==> src/rtl/adaptive_slicer.sv <==
// adaptive_slicer: 4-ASK I/Q slicer with a block-averaged reference level (mean |x|).
// Optional macro SLICER_ERROR_OUT_EN compiles in the registered slicing-error outputs.
`default_nettype none

module adaptive_slicer #(
  parameter int                 ACC_LOG2 = 18,
  parameter logic signed [17:0] INIT_REF = 18'sd32768
) (
  input  logic               sys_clk,
  input  logic               reset,
  input  logic               sam_clk_en,
  input  logic               sym_clk_en,
  input  logic signed [17:0] dec_in_I,
  input  logic signed [17:0] dec_in_Q,
  output logic [1:0]         slicer_out_I,
  output logic [1:0]         slicer_out_Q,
  output logic               sym_valid,
  output logic [17:0]        ref_level,
  output logic               ref_valid,
  output logic signed [17:0] error_I,
  output logic signed [17:0] error_Q
);

  localparam int ACC_W = 19 + ACC_LOG2;

  logic                sym_en;
  logic [16:0]         abs_i;
  logic [16:0]         abs_q;
  logic [17:0]         abs_sum;
  logic [ACC_W-1:0]    acc;
  logic [ACC_W-1:0]    acc_nxt;
  logic [ACC_LOG2-1:0] cnt;
  logic [1:0]          dec_i;
  logic [1:0]          dec_q;

  // Symbol enable is always coincident with a sample enable.
  assign sym_en = sym_clk_en & sam_clk_en;

  // Saturating magnitude: the most negative code maps to +131071.
  function automatic logic [16:0] abs_sat(input logic signed [17:0] x);
    logic [17:0] neg;
    neg = -x;
    if (x == -18'sd131072) return 17'h1ffff;
    else if (x[17])        return neg[16:0];
    else                   return x[16:0];
  endfunction

  function automatic logic [1:0] slice(input logic signed [17:0] x, input logic [17:0] r);
    logic signed [19:0] xs;
    logic signed [19:0] rs;
    xs = {{2{x[17]}}, x};
    rs = {2'b00, r};
    if (xs < -rs)      return 2'b00;
    else if (x[17])    return 2'b01;
    else if (xs < rs)  return 2'b10;
    else               return 2'b11;
  endfunction

  assign abs_i   = abs_sat(dec_in_I);
  assign abs_q   = abs_sat(dec_in_Q);
  assign abs_sum = {1'b0, abs_i} + {1'b0, abs_q};
  assign acc_nxt = acc + ACC_W'(abs_sum);
  assign dec_i   = slice(dec_in_I, ref_level);
  assign dec_q   = slice(dec_in_Q, ref_level);

  always_ff @(posedge sys_clk) begin
    if (reset) begin
      slicer_out_I <= 2'b10;
      slicer_out_Q <= 2'b10;
      sym_valid    <= 1'b0;
      ref_level    <= INIT_REF;
      ref_valid    <= 1'b0;
      acc          <= '0;
      cnt          <= '0;
    end else if (sym_en) begin
      slicer_out_I <= dec_i;
      slicer_out_Q <= dec_q;
      sym_valid    <= 1'b1;
      cnt          <= cnt + 1'b1;
      // The closing symbol was sliced with the old level above; the new level applies next.
      if (cnt == '1) begin
        ref_level <= acc_nxt[ACC_LOG2+1 +: 18];
        ref_valid <= 1'b1;
        acc       <= '0;
      end else begin
        acc <= acc_nxt;
      end
    end else begin
      sym_valid <= 1'b0;
    end
  end

`ifdef SLICER_ERROR_OUT_EN
  // Error against the reconstructed level (+-R/2, +-3R/2), saturated to 18 bits.
  function automatic logic signed [17:0] slice_err(input logic signed [17:0] x,
                                                   input logic [1:0] d,
                                                   input logic [17:0] r);
    logic signed [19:0] xs;
    logic signed [19:0] rs;
    logic signed [19:0] half;
    logic signed [19:0] lvl;
    logic signed [19:0] diff;
    xs   = {{2{x[17]}}, x};
    rs   = {2'b00, r};
    half = rs >>> 1;
    case (d)
      2'b00:   lvl = -(rs + half);
      2'b01:   lvl = -half;
      2'b10:   lvl = half;
      default: lvl = rs + half;
    endcase
    diff = xs - lvl;
    if (diff > 20'sd131072 - 20'sd1) return 18'sh1ffff;
    else if (diff < -20'sd131072)    return 18'sh20000;
    else                             return diff[17:0];
  endfunction

  always_ff @(posedge sys_clk) begin
    if (reset) begin
      error_I <= '0;
      error_Q <= '0;
    end else if (sym_en) begin
      error_I <= slice_err(dec_in_I, dec_i, ref_level);
      error_Q <= slice_err(dec_in_Q, dec_q, ref_level);
    end
  end
`else
  assign error_I = '0;
  assign error_Q = '0;
`endif

endmodule

`default_nettype wire

==> config.mk <==
export PLATFORM = sky130hd
export DESIGN_NAME = adaptive_slicer
export DESIGN_NICKNAME = d
export VERILOG_FILES = /design/src/rtl/adaptive_slicer.sv
export SDC_FILE = /design/constraint.sdc
export NUM_CORES = 1
export LEC_CHECK = 0
export ABC_AREA = 1
export CAP_MARGIN = 20
export CORE_MARGIN = 4
export CORE_UTILIZATION = 54
export CTS_BUF_LIST = sky130_fd_sc_hd__clkbuf_8
export CTS_CLUSTER_DIAMETER = 100
export DETAILED_ROUTE_END_ITERATION = 6
export HOLD_SLACK_MARGIN = 0.1
export PLACE_DENSITY_LB_ADDON = 0.05
export SETUP_SLACK_MARGIN = 0.4
export SLEW_MARGIN = 0
export SYNTH_ARGS = -nofsm -noshare
export SYNTH_HDL_FRONTEND = slang
export SYNTH_SLANG_ARGS = --single-unit
==> constraint.sdc <==
create_clock -name sys_clk -period 4.7 [get_ports sys_clk]
set_input_delay 1.41 -clock sys_clk [delete_from_list [all_inputs] [get_ports sys_clk]]
set_output_delay 1.41 -clock sys_clk [all_outputs]
set_load 0.1 [all_outputs]
==> flow_summary.ini <==
[run_status]
outcome = finished, final reports clean

[final_layout]
syn_to_final_growth_pct = 39.4
diodes = 0
utilization_pct = 77.6
nets = 1757
fin_cells = 1824
fill_cells = 1203
drive_gt1_share_pct = 30.2

[floorplanning]
die_h_um = 134
row_count = 45
core_area_mm2 = 0.0154
initial_utilization_pct = 55.6
die_area_mm2 = 0.0179
die_w_um = 134
num_io_pins = 100

[sta]
setup_slack_ns = 0.330
fmax_mhz = 229
rsz0062_at_grt = true
final_max_slew_viol_count = 0
worst_pin_slew_ns = 0.994
setup_viol = 0
relSlewSlack_pct = 33.5
post-route-min-period_ns = 4.37
final-hold-violation-count = 0
finClkSkew_ns = 0.0180
period_share_pct = 93.0

[placed_design]
port-buffer-count = 63
place_ws_ns = -0.658
dpl.hpwl_um = 23200
gp_congestion = 1.01
placedCellCount = 1762

[route]
drt_iter0_drc = 768
via_per_inst = 5.42
vias = 9891
firstDrtPassIters = 6
routedWlPerCell_um = 17.1
drt_wl_total_um = 31200
drc = 0
antenna_left = 0

[logic_synthesis]
synth_area_leaders = dfxtp_1 (18%), nand2_1 (16%), ha_1 (13%)
synth_edf_count = 0
synth-async-reset-ratio_pct = 0
yosys_warnings = 0
yosys_register_bits = 79
synth_cells = 1379
synth_top_area_share_pct = 18.5
ys_seq_area_share_pct = 18.5
synth.distinct_cells = 45
synthFlopType = dfxtp_1
yosysTopAreaCell = dfxtp_1
syn_avg_cell_area_um2 = 6.20
synth_area_mm2 = 0.00855

[power]
vdd_ir_drop_max_mv = 0.242
p_seq_share_pct = 21.6
clockPowerShare_pct = 16.0
power.share.combinational_pct = 62.4
p_int_mw = 1.76
power_density_mw_per_mm2 = 280
p_leak_nw = 5.67
p_switching_mw = 1.58
p_sw_share_pct = 47.3

[worst_setup_path]
arrival_ns = 4.61
slowest_delay_ns = 0.43
critPathKind = in2reg
critPathSlowestCell = fa_1
worst_path_most_repeated_cell = nand2_2
end_kind = register
r2r_slack_ns = 1.03
cp.buffers_inverters = 7
crit_family = simple AND/OR/NAND/NOR gates
crit_required_ns = 4.94
critPathMaxFanout = 4
cp-start-kind = input port

[grt]
grt_overflow = 0
antenna_found_initial = 0
grtUsageMet3_pct = 6.71
grt_max_degree = 46
top_usage_layer = met2
grt_pass1_wl_um = 46200
grt_use_total_pct = 32.7
met2_usage_pct = 52.5
use_met1_pct = 41.9
grt_pass1_vias = 9129

[clock_tree]
numCtsBuffers = 9
hold_buffers = 0
clk_latency_ns = 0.39
cts_tree = yes
cts.htree.levels = 3
clk_root_buffer_cell = clkbuf_8
cts_sinks = 79
clk_pin_slew_worst_paths_ns = 0.09
clock_path_buffers = 2

[hold_path]
hold_path_class = reg2reg

[flow_run]
maxCapViolations = 0
==> synthesized netlist by cell type, drive strengths merged (2+ instances only) <==
cell	instances
o22ai	2
o21ai	72
nand3	104
a31oi	5
a21o	3
a21oi	109
xnor2	3
fa	18
clkinv	3
nand4	25
inv	240
o211ai	2
nor2	135
o21a	3
nand3b	4
or2	5
clkbuf	15
o31ai	2
xor2	31
nor3	20
buf	40
dfxtp	79
nand2	359
ha	91
==> final timing paths <==
check	startpoint	to	cells past startpoint
setup / recovery	dec_in_Q[1]	acc[29]	26
hold reg to reg	acc[14]	acc[14]	2
setup reg to reg	ref_level[0]	slicer_out_I[1]	22
hold / removal	acc[14]	acc[14]	2
==> metrics by stage <==
| stage | hold WS (ns) | total power [mW] | setup TNS (ns) | cell area (um^2) |
|---|---|---|---|---|
| floorplan | 0.437 | 1.65 | 0 | 8780 |
| global placement | 0.450 | 2.18 | -23.29 | 10300 |
| detailed placement | 0.455 | 2.19 | -24.52 | 10300 |
| CTS | 0.472 | 2.96 | 0 | 11100 |
| global route | 0.493 | 3.53 | 0 | 11900 |
| finish | 0.469 | 3.33 | 0 | 11900 |
==> per-layer routing <==
metal | vias up | part of all wire (%)
met5 | - | 0
met4 | 0 | 5.4
met3 | 110 | 8.5
met2 | 455 | 46
met1 | 4528 | 41
li1 | 4798 | -
==> worst register-to-register path, cell delays in order (launching register included) <==
cell	delay [ns]
dfxtp_1	0.43
inv_1	0.31
ha_1	0.25
nand3_1	0.16
nor2_1	0.14
nand2_1	0.10
nor3_2	0.33
nand3_1	0.18
nor2_1	0.17
nand3_1	0.11
nand2_1	0.08
nand2_1	0.08
ha_1	0.30
nand2_1	0.06
nor2_1	0.20
nand2_1	0.10
nor2_1	0.11
nand2_1	0.07
nand3_1	0.09
nand2_1	0.05
nand2_1	0.08
nand3_1	0.14
nand2_1	0.09
==> placed cells by master, fill, tap and decap left out, types with 5 or more instances in the layout <==
cell type / instances
inv_2: 30
ha_4: 17
o21ai_0: 38
nor2_1: 85
nand2_1: 283
nand3_2: 36
o21ai_2: 17
nand3_4: 8
ha_1: 73
inv_1: 203
dfxtp_1: 79
buf_2: 9
a31oi_1: 5
nor2_4: 21
clkbuf_8: 9
fa_1: 17
o21ai_1: 15
buf_4: 161
nor3_1: 14
nand4_1: 25
buf_6: 12
nand2_4: 21
clkdlybuf4s50_1: 28
xor2_1: 31
nor3_2: 6
nor2_2: 29
nand2_2: 54
conb_1: 36
nand3_1: 60
a21oi_1: 91
inv_4: 5
dlygate4sd2_1: 16
a21oi_2: 15
==> repair_timing <==
action                                  CTS  global route
gates resized for setup                 175           231
endpoints found under the setup margin   51            49
buffers inserted                         28            17
gates cloned                              1             0
pin swaps                                47           102
==> state kept, by name, indices dropped and copies added, names as in the netlist <==
name          cells
acc              37
cnt              18
ref_level        18
ref_valid         1
slicer_out_I      2
slicer_out_Q      2
sym_valid         1
==> layout make-up <==
type | count | area (um^2) | area share, %
clock inverter | 7 | 72.6 | 0.609
tap | 211 | 264 | 2.21
timing repair buffer | 237 | 1930 | 16.2
clock buffer | 9 | 124 | 1.04
sequential | 79 | 1580 | 13.3
inverter | 243 | 947 | 7.94
multi-input combinational | 1038 | 7010 | 58.8
==> power by group through the flow <==
stage	sequential, mW	clock (mW)	combinational, mW
final	0.720	0.534	2.08
after global routing	0.724	0.568	2.24
after floorplan	0.747	0	0.907
after global placement	0.733	0	1.45
after CTS	0.719	0.544	1.70
after detailed placement	0.733	0	1.46
==> cell families (layout without fill, tap and decap cells) <==
kind of cell    Yosys count  after routing  synth area share, %
xor+xnor                 34             34                 3.48
compound gates          201            201                 13.0
buf+inv                 298            496                 15.0
flops                    79             79                 18.5
other cells               1             36               0.0439
simple gates            657            658                 32.5
fa+ha+maj               109            109                 17.5
No activity file was read; power rests on OpenSTA's default activity.
==> edit (same flow settings) <==
Register the output `slicer_out_I` once more, with the module's reset; this adds one clock of latency there. The other outputs are not delayed to match.
--- a/src/rtl/adaptive_slicer.sv
+++ b/src/rtl/adaptive_slicer.sv
@@ -23,4 +23,6 @@
 
   localparam int ACC_W = 19 + ACC_LOG2;
+
+  logic [1:0] slicer_out_I_s0;
 
   logic                sym_en;
@@ -66,5 +68,5 @@
   always_ff @(posedge sys_clk) begin
     if (reset) begin
-      slicer_out_I <= 2'b10;
+      slicer_out_I_s0 <= 2'b10;
       slicer_out_Q <= 2'b10;
       sym_valid    <= 1'b0;
@@ -74,5 +76,5 @@
       cnt          <= '0;
     end else if (sym_en) begin
-      slicer_out_I <= dec_i;
+      slicer_out_I_s0 <= dec_i;
       slicer_out_Q <= dec_q;
       sym_valid    <= 1'b1;
@@ -130,4 +132,12 @@
 `endif
 
+  always_ff @(posedge sys_clk) begin
+    if (reset) begin
+      slicer_out_I <= '0;
+    end else begin
+      slicer_out_I <= slicer_out_I_s0;
+    end
+  end
+
 endmodule
 
Behaviour: not the same (Yosys sat finds a counterexample within 4 cycles, from zero or initial values and one cycle with reset high).
==> edit against the original RTL <==
Synthesized area is 0.63% higher; sequential cell count up 2; via count increased by 2.2%; highest routed layer unchanged; critical endpoint is now acc[36]$_SDFFE_PP0P_; hold slack lost 47 ps; non-clock buffer count down 4; routed wire length is 2.9% higher; power grew 15%; design area increased by 3.1%; clock skew shrank 6.6 ps; final cell count hardly changed; worst setup slack got worse by 110 ps; fmax is 2.5% lower; largest cell class unchanged.
==> edit: results (changes against the original RTL) <==
Critical path
  – CP Launch Point: dec_in_Q[0] (was dec_in_Q[1])
  – Reg2Reg Depth: 20 (was 22)
  – Worst setup path endpoint: acc[36]$_SDFFE_PP0P_ (was acc[29]$_SDFFE_PP0P_)
  – Reg2Reg Setup Slack: 1310 ps (was 1030 ps)
  – Critical path data arrival time: 4770 ps (was 4610 ps)
  – RR Endpoint: slicer_out_Q[0]$_SDFFE_PP0P_ (was slicer_out_I[1]$_SDFFE_PP1P_)

Place
  – Hpwl dp: 21800 microns (was 23200 microns)
  – Routability cong.: 0.972 (was 1.01)

Power and ir drop
  – P_comb: 2.50 mW (was 2.08 mW)
  – Seq power: 0.745 mW (was 0.720 mW)
  – Peak supply drop: 0.349 mV (was 0.242 mV)
  – Leak Pwr: 5.82 nW (was 5.67 nW)

Global route
  – First-pass GRT wire length: 45200 microns (was 46200 microns)
  – Initial antenna violation count: 1 (was 0)
  – Number of global-route vias before repair: 9153 (was 9129)
  – Largest net degree at the start of global routing: 49 (was 46)

Cells and area
  – Filler cell count in the final layout: 1070 (was 1203)
  – Area of the multi-input gates: 0.00725 sq mm (was 0.00701 sq mm)
  – Final Net Count: 1756 (was 1757)
  – Clk cell area share: 0.0175 (was 0.0165)
  – Post-Layout Cell Count: 1823 (was 1824)
  – Inverter count: 254 (was 243)
  – Non-clk bufs: 233 (was 237)
  – Non-clk buf share: 0.159 (was 0.162)
  – Inserted Diodes: 1 (was 0)
  – Sequential cells: 81 (was 79)
  – Layout cells sized above 1: 0.332 (was 0.302)
  – Seq. cell area: 0.00162 sq mm (was 0.00158 sq mm)
  – #MultiIn Comb: 1028 (was 1038)

Drt
  – WL/cell: 17.6 microns (was 17.1 microns)
  – Initial DRC Count: 793 (was 768)
  – DRT Pass-1 Iters: 5 (was 6)
  – Vias post-DR: 10.1k (was 9891)

Timing
  – Worst slew margin: 0.240 (was 0.335)
  – Clock skew: 11.4 ps (was 18.0 ps)

Yosys
  – Top cells by area, synth: dfxtp_1 (19%), nand2_1 (15%), ha_1 (13%), inv_1 (11%), nand3_1 (6.4%) (was dfxtp_1 (18%), nand2_1 (16%), ha_1 (13%), inv_1 (10%), a21oi_1 (6.4%))
  – Post-synth top cells: nand2_1 (354), inv_1 (247), nor2_1 (119), nand3_1 (110), a21oi_1 (105) (was nand2_1 (356), inv_1 (236), nor2_1 (127), a21oi_1 (109), nand3_1 (104))
  – Cell variety after synth: 44 (was 45)
  – Sequential share of the synthesized area: 0.188 (was 0.185)
  – Ys Warns: 0 (unchanged)
  – Avg Inst Size Synth: 6.22 sq um (was 6.20 sq um)

Outcome
  – Status: completed (unchanged)

Min path
  – WHS Endpoint: slicer_out_I[1]$_SDFF_PP0_ (was acc[14]$_SDFFE_PP0P_)
  – HP Start: slicer_out_I_s0[1]$_SDFFE_PP1P_ (was acc[14]$_SDFFE_PP0P_)
edit: metrics by stage:
| step | instance area, sq um | hold slack (ps) | setup WS [ps] |
|---|---|---|---|
| 2_1_floorplan | 8800 | 400 | 411 |
| 3_3_place_gp | 10200 | 410 | -564 |
| 3_5_place_dp | 10200 | 411 | -571 |
| 4_1_cts | 11300 | 424 | 314 |
| 5_1_grt | 12300 | 446 | 12.2 |
| 6_report | 12300 | 421 | 217 |
edit: worst max-delay path: stages:
cell and delay [ps]:
buf_6 90, inv_4 60, ha_4 130, nand4_1 180, nor2_2 180, nand4_1 150, buf_4 180, buf_6 120
nand2_4 60, a31oi_4 40, buf_6 130, fa_1 540, inv_2 50, ha_4 300, nand2_4 80, inv_4 70
nand2_4 60, nor2_4 100, nand4_1 180, nand3_4 180, nand2_2 70, nand2_2 120, nand3_2 80, a21oi_2 170
edit: routing by layer:
layer / up-vias / GRT usage / wire length, microns / part of all wire
met5: - / 0 / 0 / 0
met1: 4678 / 0.415 / 12700 / 0.40
li1: 4775 / - / - / -
met3: 149 / 0.0334 / 2710 / 0.085
met4: 0 / 0.136 / 1990 / 0.062
met2: 511 / 0.516 / 14700 / 0.46
edit: kinds of logic (layout without fill, tap and decap cells):
logic type | after synthesis | count (layout) | synth area share
AND/OR/NAND/NOR | 659 | 660 | 0.329
buffers and inverters | 310 | 502 | 0.155
AO/OA/AOI/OAI | 180 | 180 | 0.109
adder cells (fa/ha/maj) | 109 | 109 | 0.174
flip-flops | 81 | 81 | 0.188
XOR/XNOR | 43 | 43 | 0.0438
other | 1 | 37 | 0.000436
edit: what timing repair did:
action                     in CTS  in global routing
setup buffers                  32                 15
pin swaps                      87                121
gates resized for setup       238                271
setup endpoints to repair      52                 51
hold buffers                    0                  0
gates cloned                    1                  0
